--- src/rtl/mem_arbiter_if.sv ---
// Request/response bundle between the three memory requesters, the arbiter and the RAM.
// The slave modport is the arbiter's view; master is the requester/RAM side.
interface mem_arbiter_if #(
  parameter int unsigned ADDR_W = 8,
  parameter int unsigned DATA_W = 16
);
  logic              ld_req;
  logic              ld_we;
  logic [ADDR_W-1:0] ld_addr;
  logic [DATA_W-1:0] ld_wdata;
  logic              ld_ack;
  logic [DATA_W-1:0] ld_rdata;

  logic              dm_req;
  logic              dm_we;
  logic [ADDR_W-1:0] dm_addr;
  logic [DATA_W-1:0] dm_wdata;
  logic              dm_ack;
  logic [DATA_W-1:0] dm_rdata;

  logic              if_req;
  logic [ADDR_W-1:0] if_addr;
  logic              if_ack;
  logic [DATA_W-1:0] if_rdata;

  logic              mem_en;
  logic              mem_we;
  logic [ADDR_W-1:0] mem_addr;
  logic [DATA_W-1:0] mem_wdata;
  logic [DATA_W-1:0] mem_rdata;

  logic              busy;

  modport slave (
    input  ld_req, ld_we, ld_addr, ld_wdata,
    input  dm_req, dm_we, dm_addr, dm_wdata,
    input  if_req, if_addr,
    input  mem_rdata,
    output ld_ack, ld_rdata, dm_ack, dm_rdata, if_ack, if_rdata,
    output mem_en, mem_we, mem_addr, mem_wdata,
    output busy
  );

  modport master (
    output ld_req, ld_we, ld_addr, ld_wdata,
    output dm_req, dm_we, dm_addr, dm_wdata,
    output if_req, if_addr,
    output mem_rdata,
    input  ld_ack, ld_rdata, dm_ack, dm_rdata, if_ack, if_rdata,
    input  mem_en, mem_we, mem_addr, mem_wdata,
    input  busy
  );
endinterface

--- src/rtl/mem_arbiter.sv ---
// Single-port RAM arbiter: loader > starved fetch > data > fetch, one access at a time
// through ISSUE / WAIT (MEM_LAT cycles) / RESP. All outputs are registered.
module mem_arbiter #(
  parameter int unsigned ADDR_W     = 8,
  parameter int unsigned DATA_W     = 16,
  parameter int unsigned MEM_LAT    = 1,
  parameter int unsigned STARVE_MAX = 4
) (
  input logic          clk,
  input logic          reset,
  mem_arbiter_if.slave bus
);

  typedef enum logic [1:0] {StIdle, StIssue, StWait, StResp} state_e;
  typedef enum logic [1:0] {GntLd, GntDm, GntIf} gnt_e;

  state_e            state_q, state_d;
  gnt_e              gnt_q, gnt_d;
  logic              cmd_we_q, cmd_we_d;
  logic [2:0]        wait_cnt_q, wait_cnt_d;
  logic [3:0]        streak_q, streak_d;

  logic              mem_en_q, mem_en_d;
  logic              mem_we_q, mem_we_d;
  logic [ADDR_W-1:0] mem_addr_q, mem_addr_d;
  logic [DATA_W-1:0] mem_wdata_q, mem_wdata_d;
  logic              ld_ack_q, ld_ack_d;
  logic              dm_ack_q, dm_ack_d;
  logic              if_ack_q, if_ack_d;
  logic [DATA_W-1:0] ld_rdata_q, ld_rdata_d;
  logic [DATA_W-1:0] dm_rdata_q, dm_rdata_d;
  logic [DATA_W-1:0] if_rdata_q, if_rdata_d;
  logic              busy_q, busy_d;
  logic [DATA_W-1:0] rd_cap;

  always_comb begin
    state_d     = state_q;
    gnt_d       = gnt_q;
    cmd_we_d    = cmd_we_q;
    wait_cnt_d  = wait_cnt_q;
    streak_d    = streak_q;
    mem_en_d    = 1'b0;
    mem_we_d    = 1'b0;
    mem_addr_d  = mem_addr_q;
    mem_wdata_d = mem_wdata_q;
    ld_ack_d    = 1'b0;
    dm_ack_d    = 1'b0;
    if_ack_d    = 1'b0;
    ld_rdata_d  = ld_rdata_q;
    dm_rdata_d  = dm_rdata_q;
    if_rdata_d  = if_rdata_q;
    rd_cap      = cmd_we_q ? '0 : bus.mem_rdata;

    unique case (state_q)
      StIdle: begin
        if (bus.ld_req || bus.dm_req || bus.if_req) begin
          state_d  = StIssue;
          mem_en_d = 1'b1;
          if (bus.ld_req) begin
            gnt_d       = GntLd;
            cmd_we_d    = bus.ld_we;
            mem_addr_d  = bus.ld_addr;
            mem_wdata_d = bus.ld_wdata;
          end else if (bus.if_req && (streak_q == 4'(STARVE_MAX))) begin
            gnt_d       = GntIf;
            cmd_we_d    = 1'b0;
            mem_addr_d  = bus.if_addr;
            mem_wdata_d = '0;
            streak_d    = '0;
          end else if (bus.dm_req) begin
            gnt_d       = GntDm;
            cmd_we_d    = bus.dm_we;
            mem_addr_d  = bus.dm_addr;
            mem_wdata_d = bus.dm_wdata;
            // Only count data wins that actually made a fetch wait.
            if (bus.if_req && (streak_q < 4'(STARVE_MAX))) begin
              streak_d = streak_q + 4'd1;
            end
          end else begin
            gnt_d       = GntIf;
            cmd_we_d    = 1'b0;
            mem_addr_d  = bus.if_addr;
            mem_wdata_d = '0;
            streak_d    = '0;
          end
          mem_we_d = cmd_we_d;
        end
      end
      StIssue: begin
        state_d    = StWait;
        wait_cnt_d = 3'(MEM_LAT - 1);
      end
      StWait: begin
        if (wait_cnt_q == 3'd0) begin
          state_d = StResp;
          case (gnt_q)
            GntLd: begin
              ld_rdata_d = rd_cap;
              ld_ack_d   = 1'b1;
            end
            GntDm: begin
              dm_rdata_d = rd_cap;
              dm_ack_d   = 1'b1;
            end
            default: begin
              if_rdata_d = rd_cap;
              if_ack_d   = 1'b1;
            end
          endcase
        end else begin
          wait_cnt_d = wait_cnt_q - 3'd1;
        end
      end
      StResp:  state_d = StIdle;
      default: state_d = StIdle;
    endcase

    busy_d = (state_d != StIdle);
  end

  always_ff @(posedge clk) begin
    if (reset) begin
      state_q     <= StIdle;
      gnt_q       <= GntLd;
      cmd_we_q    <= 1'b0;
      wait_cnt_q  <= '0;
      streak_q    <= '0;
      mem_en_q    <= 1'b0;
      mem_we_q    <= 1'b0;
      mem_addr_q  <= '0;
      mem_wdata_q <= '0;
      ld_ack_q    <= 1'b0;
      dm_ack_q    <= 1'b0;
      if_ack_q    <= 1'b0;
      ld_rdata_q  <= '0;
      dm_rdata_q  <= '0;
      if_rdata_q  <= '0;
      busy_q      <= 1'b0;
    end else begin
      state_q     <= state_d;
      gnt_q       <= gnt_d;
      cmd_we_q    <= cmd_we_d;
      wait_cnt_q  <= wait_cnt_d;
      streak_q    <= streak_d;
      mem_en_q    <= mem_en_d;
      mem_we_q    <= mem_we_d;
      mem_addr_q  <= mem_addr_d;
      mem_wdata_q <= mem_wdata_d;
      ld_ack_q    <= ld_ack_d;
      dm_ack_q    <= dm_ack_d;
      if_ack_q    <= if_ack_d;
      ld_rdata_q  <= ld_rdata_d;
      dm_rdata_q  <= dm_rdata_d;
      if_rdata_q  <= if_rdata_d;
      busy_q      <= busy_d;
    end
  end

  assign bus.mem_en    = mem_en_q;
  assign bus.mem_we    = mem_we_q;
  assign bus.mem_addr  = mem_addr_q;
  assign bus.mem_wdata = mem_wdata_q;
  assign bus.ld_ack    = ld_ack_q;
  assign bus.dm_ack    = dm_ack_q;
  assign bus.if_ack    = if_ack_q;
  assign bus.ld_rdata  = ld_rdata_q;
  assign bus.dm_rdata  = dm_rdata_q;
  assign bus.if_rdata  = if_rdata_q;
  assign bus.busy      = busy_q;

endmodule

--- src/flat_wrapper.sv ---
// flat-port wrapper written by rule: the top's interface ports become plain ports
module mem_arbiter_flat 
#(
  parameter int unsigned ADDR_W     = 8,
  parameter int unsigned DATA_W     = 16,
  parameter int unsigned MEM_LAT    = 1,
  parameter int unsigned STARVE_MAX = 4
)
  (clk, reset, bus_ld_req, bus_ld_we, bus_ld_addr, bus_ld_wdata, bus_dm_req, bus_dm_we, bus_dm_addr, bus_dm_wdata, bus_if_req, bus_if_addr, bus_mem_rdata, bus_ld_ack, bus_ld_rdata, bus_dm_ack, bus_dm_rdata, bus_if_ack, bus_if_rdata, bus_mem_en, bus_mem_we, bus_mem_addr, bus_mem_wdata, bus_busy);
  mem_arbiter_if #(.ADDR_W(ADDR_W), .DATA_W(DATA_W)) bus_i ();
  input logic clk;
  input logic reset;
  input wire logic [$bits(bus_i.ld_req)-1:0] bus_ld_req;
  input wire logic [$bits(bus_i.ld_we)-1:0] bus_ld_we;
  input wire logic [$bits(bus_i.ld_addr)-1:0] bus_ld_addr;
  input wire logic [$bits(bus_i.ld_wdata)-1:0] bus_ld_wdata;
  input wire logic [$bits(bus_i.dm_req)-1:0] bus_dm_req;
  input wire logic [$bits(bus_i.dm_we)-1:0] bus_dm_we;
  input wire logic [$bits(bus_i.dm_addr)-1:0] bus_dm_addr;
  input wire logic [$bits(bus_i.dm_wdata)-1:0] bus_dm_wdata;
  input wire logic [$bits(bus_i.if_req)-1:0] bus_if_req;
  input wire logic [$bits(bus_i.if_addr)-1:0] bus_if_addr;
  input wire logic [$bits(bus_i.mem_rdata)-1:0] bus_mem_rdata;
  output wire logic [$bits(bus_i.ld_ack)-1:0] bus_ld_ack;
  output wire logic [$bits(bus_i.ld_rdata)-1:0] bus_ld_rdata;
  output wire logic [$bits(bus_i.dm_ack)-1:0] bus_dm_ack;
  output wire logic [$bits(bus_i.dm_rdata)-1:0] bus_dm_rdata;
  output wire logic [$bits(bus_i.if_ack)-1:0] bus_if_ack;
  output wire logic [$bits(bus_i.if_rdata)-1:0] bus_if_rdata;
  output wire logic [$bits(bus_i.mem_en)-1:0] bus_mem_en;
  output wire logic [$bits(bus_i.mem_we)-1:0] bus_mem_we;
  output wire logic [$bits(bus_i.mem_addr)-1:0] bus_mem_addr;
  output wire logic [$bits(bus_i.mem_wdata)-1:0] bus_mem_wdata;
  output wire logic [$bits(bus_i.busy)-1:0] bus_busy;
  assign bus_i.ld_req = bus_ld_req;
  assign bus_i.ld_we = bus_ld_we;
  assign bus_i.ld_addr = bus_ld_addr;
  assign bus_i.ld_wdata = bus_ld_wdata;
  assign bus_i.dm_req = bus_dm_req;
  assign bus_i.dm_we = bus_dm_we;
  assign bus_i.dm_addr = bus_dm_addr;
  assign bus_i.dm_wdata = bus_dm_wdata;
  assign bus_i.if_req = bus_if_req;
  assign bus_i.if_addr = bus_if_addr;
  assign bus_i.mem_rdata = bus_mem_rdata;
  assign bus_ld_ack = bus_i.ld_ack;
  assign bus_ld_rdata = bus_i.ld_rdata;
  assign bus_dm_ack = bus_i.dm_ack;
  assign bus_dm_rdata = bus_i.dm_rdata;
  assign bus_if_ack = bus_i.if_ack;
  assign bus_if_rdata = bus_i.if_rdata;
  assign bus_mem_en = bus_i.mem_en;
  assign bus_mem_we = bus_i.mem_we;
  assign bus_mem_addr = bus_i.mem_addr;
  assign bus_mem_wdata = bus_i.mem_wdata;
  assign bus_busy = bus_i.busy;
  mem_arbiter #(.ADDR_W(ADDR_W), .DATA_W(DATA_W), .MEM_LAT(MEM_LAT), .STARVE_MAX(STARVE_MAX)) u_core (.clk(clk), .reset(reset), .bus(bus_i));
endmodule
--- config.mk ---
export PLATFORM = sky130hd
export DESIGN_NAME = mem_arbiter_flat
export DESIGN_NICKNAME = d
export VERILOG_FILES = /design/src/rtl/mem_arbiter_if.sv /design/src/rtl/mem_arbiter.sv /design/src/flat_wrapper.sv
export SDC_FILE = /design/constraint.sdc
export NUM_CORES = 1
export LEC_CHECK = 0
export ABC_AREA = 1
export CORE_UTILIZATION = 39
export DETAILED_ROUTE_END_ITERATION = 7
export PLACE_DENSITY = 0.84
export SLEW_MARGIN = 10
export SYNTH_ARGS = -nofsm -noshare
export SYNTH_HDL_FRONTEND = slang
export SYNTH_SLANG_ARGS = --single-unit
--- constraint.sdc ---
create_clock -name clk -period 1.5 [get_ports clk]
set_input_delay 0.3 -clock clk [delete_from_list [all_inputs] [get_ports clk]]
set_output_delay 0.3 -clock clk [all_outputs]
set_load 0.01 [all_outputs]
==> results.yml <==
global_route:
  top_usage_layer: "met2"
  antenna_found_initial: 0
  use_met3: 0.0759
  grt_pass1_vias: 4088
  grt_overflow: 0
  grt_util_met1: 0.250
  gr-usage-all-layers: 0.225
  grt_first_pass_wirelength_mm: 18.5
  met2_usage: 0.408
  grt_max_degree: 31
timing:
  max_freq_mhz: 631
  rsz0062_at_grt: "yes"
  slew_headroom: 0.767
  final_hold_viol_count: 0
  slew_violations: 0
  max_slew.worst_pin.slew_ns: 0.346
  fin_crit_ns: 1.59
  timing.hold.ws_ns: 0.461
  skew_ns: 0.0118
  timing.final.crit_share: 1.06
  worst_slack_ns: -0.0853
  report.final.setup_viol: 9
  fin_tns_setup_ns: -0.549
routing:
  drtIter0Drc: 141
  totalWireLength_mm: 12.6
  drcViolationCount: 0
  vias: 4329
  wire_per_inst_um: 14.3
  via_per_inst: 4.91
  antenna_left: 0
  dr.pass1.iters: 4
synthesis:
  synth_ff_type: "dfxtp_1"
  yosysTopAreaCell: "dfxtp_1"
  avgSynthCellArea_sq_um: 7.15
  synth_edf_count: 0
  yosysSeqAreaShare: 0.450
  synth_top_area_share: 0.450
  syn_area_sq_um: 4010
  async_flop_share: 0
  synth_nets: 647
  synth-seq-cells: 90
  yosysMostFrequentCell: "nand2_1"
  synth_area_leaders: "dfxtp_1 45%, nand2_1 12%, a21oi_1 8.2%, nor2_1 8.1%, o21ai_0 6.2%"
  ys_top_cells_by_count: "128 x nand2_1, 90 x dfxtp_1, 86 x nor2_1"
  synth.distinct_cells: 28
  yosysWarnings: 0
  synthCells: 560
finish:
  drive_above_1_share: 0.143
  diodes: 0
  finalNonFillerCells: 881
  post-route-util: 0.638
  nNetsFinal: 830
  final_cell_area_sq_um: 6290
  synthToLayoutAreaGrowth_pct: 57.1
power:
  p_leak_nw: 3.10
  finalPower_mw: 7.36
  power.internal_mw: 4.87
  pwr-share-clk: 0.256
  vdd_ir_drop_max_mv: 0.724
  seqPwrFrac: 0.398
  switchingPower_mw: 2.48
  power.share.combinational: 0.347
  power.density_nw_per_um2: 1170
  p_sw_frac: 0.337
cts:
  cts_made_buffers: 9
  hold_buffers: 0
  tritoncts: "yes"
  clock_path_buffers: 2
  clock_sinks: 90
  cts_max_level: 3
  clock_latency_ns: 0.36
  clk_pin_slew_ns: 0.10
  cts_root_buf: "clkbuf_8"
floorplanning:
  rows: 36
  dieArea_sq_um: 10700
  initial_utilization: 0.406
  die_h_um: 103
  io_pins: 157
  coreArea_sq_um: 9860
  fp.dieW_um: 103
status:
  outcome: "complete, but fails checks"
  violations: "setup timing"
min_path:
  holdCritPathClass: "flop to flop"
setup_path:
  r2r-end: "u_core.bus.dm_rdata[14]$_SDFFE_PP0P_"
  worstPathRequired_ns: 1.78
  worstPathArrival_ns: 1.87
  critPathLaunchType: "flop"
  crit_fanout: 6
  end_kind: "flop"
  reg2regPathDepth: 10
  critPathSlowestCell: "dfxtp_2"
  cp-startpoint: "u_core.wait_cnt_q[0]$_SDFFE_PP0P_"
  rrSetupSlack_ns: -0.09
  critPathKind: "flop to flop"
  critPathMaxStageDelay_ns: 0.33
  endpoint: "u_core.bus.dm_rdata[14]$_SDFFE_PP0P_"
  worstPathCellList: "inv_2, ha_4, ha_4, nand2_4, buf_6, nor2_4, buf_6, clkbuf_16, nor2_1, a211oi_1"
  r2r_start: "u_core.wait_cnt_q[0]$_SDFFE_PP0P_"
placed_design:
  gp_congestion: 0.824
  dp_slack_ns: -0.251
  dp.cells: 849
  place_area_sq_um: 5840
  portBuffers: 156
  hpwl_mm: 8.45
flow_run:
  drv_cap: 0
[state kept, by name (all words and copies together), names as in the netlist, 2 cells and up]
name / flops
u_core.bus.if_rdata: 16
u_core.streak_q: 4
u_core.state_q: 2
u_core.bus.ld_rdata: 16
u_core.bus.mem_addr: 8
u_core.gnt_q: 2
u_core.bus.mem_wdata: 16
u_core.bus.dm_rdata: 16
u_core.wait_cnt_q: 3
[logic make-up (layout without fill, tap and decap cells)]
kind of cell    after synthesis  count (layout)  share of synthesized area
buf+inv                      87             273                     0.0947
flops                        90              90                      0.450
simple gates                251             253                      0.268
fa+ha+maj                     8               8                     0.0250
compound gates              124             124                      0.163
[layout by cell type (no fill, tap or decap), types with 18 or more instances in the layout]
cell type        netlist  final
dfxtp_1               90     86
nor2_1                86     84
clkdlybuf4s50_1        0     78
inv_1                 56     49
o21ai_0               50     31
buf_4                  7     28
nand2_1              128    126
dlygate4sd2_1          0     78
o21ai_1                1     18
a21oi_1               66     60
nand3_1               24     23
[critical path, delay by kind of cell, from the launching register on]
| kind | cells | cell delay, ns |
|---|---|---|
| adder cells (fa/ha/maj) | 2 | 0.28 |
| AND/OR/NAND/NOR | 3 | 0.27 |
| AO/OA/AOI/OAI | 1 | 0.15 |
| flip-flops | 1 | 0.33 |
| buffers and inverters | 4 | 0.48 |
[worst min path at each step]
stage | from | to | cells after the start
CTS | u_core.streak_q[3]$_SDFFE_PP0P_ | u_core.streak_q[3]$_SDFFE_PP0P_ | 2
finish | u_core.bus.if_rdata[4]$_SDFFE_PP0P_ | u_core.bus.if_rdata[4]$_SDFFE_PP0P_ | 2
detailed placement | u_core.streak_q[3]$_SDFFE_PP0P_ | u_core.streak_q[3]$_SDFFE_PP0P_ | 2
global placement | u_core.streak_q[3]$_SDFFE_PP0P_ | u_core.streak_q[3]$_SDFFE_PP0P_ | 2
floorplan | u_core.streak_q[3]$_SDFFE_PP0P_ | u_core.streak_q[3]$_SDFFE_PP0P_ | 2
global route | u_core.bus.dm_rdata[10]$_SDFFE_PP0P_ | u_core.bus.dm_rdata[10]$_SDFFE_PP0P_ | 2
[area by class of cell]
class / instances / area [sq um]
Timing Repair Buffer: 198 / 1890
Tap cell: 133 / 166
Fill cell: 844 / 3570
Sequential cell: 90 / 1810
Clock buffer: 9 / 124
Multi-Input combinational cell: 385 / 1970
Inverter: 59 / 234
Clock inverter: 7 / 101
[per-layer routing]
layer	up-vias	part of all wire	wire [um]
met5	-	0	0
met4	0	0.012	150
met3	11	0.097	1210
met2	174	0.48	6010
met1	2005	0.41	5180
li1	2139	-	-
[repair_timing]
item	in CTS	in global routing
setup endpoints to repair	149	69
pin swaps	8	16
cloned	1	4
resized for setup	94	50
setup buffers	5	7
[power groups by stage]
stage               Sequential, mW  Combinational (mW)  Clock, mW
finish                        2.93                2.55       1.88
global route                  2.96                2.83       2.01
CTS                           2.92                2.38       1.91
detailed placement            2.98                2.54          0
global placement              2.97                2.47          0
floorplan                     3.12                1.15          0
Note: power is estimated with default switching activity, not from simulation.
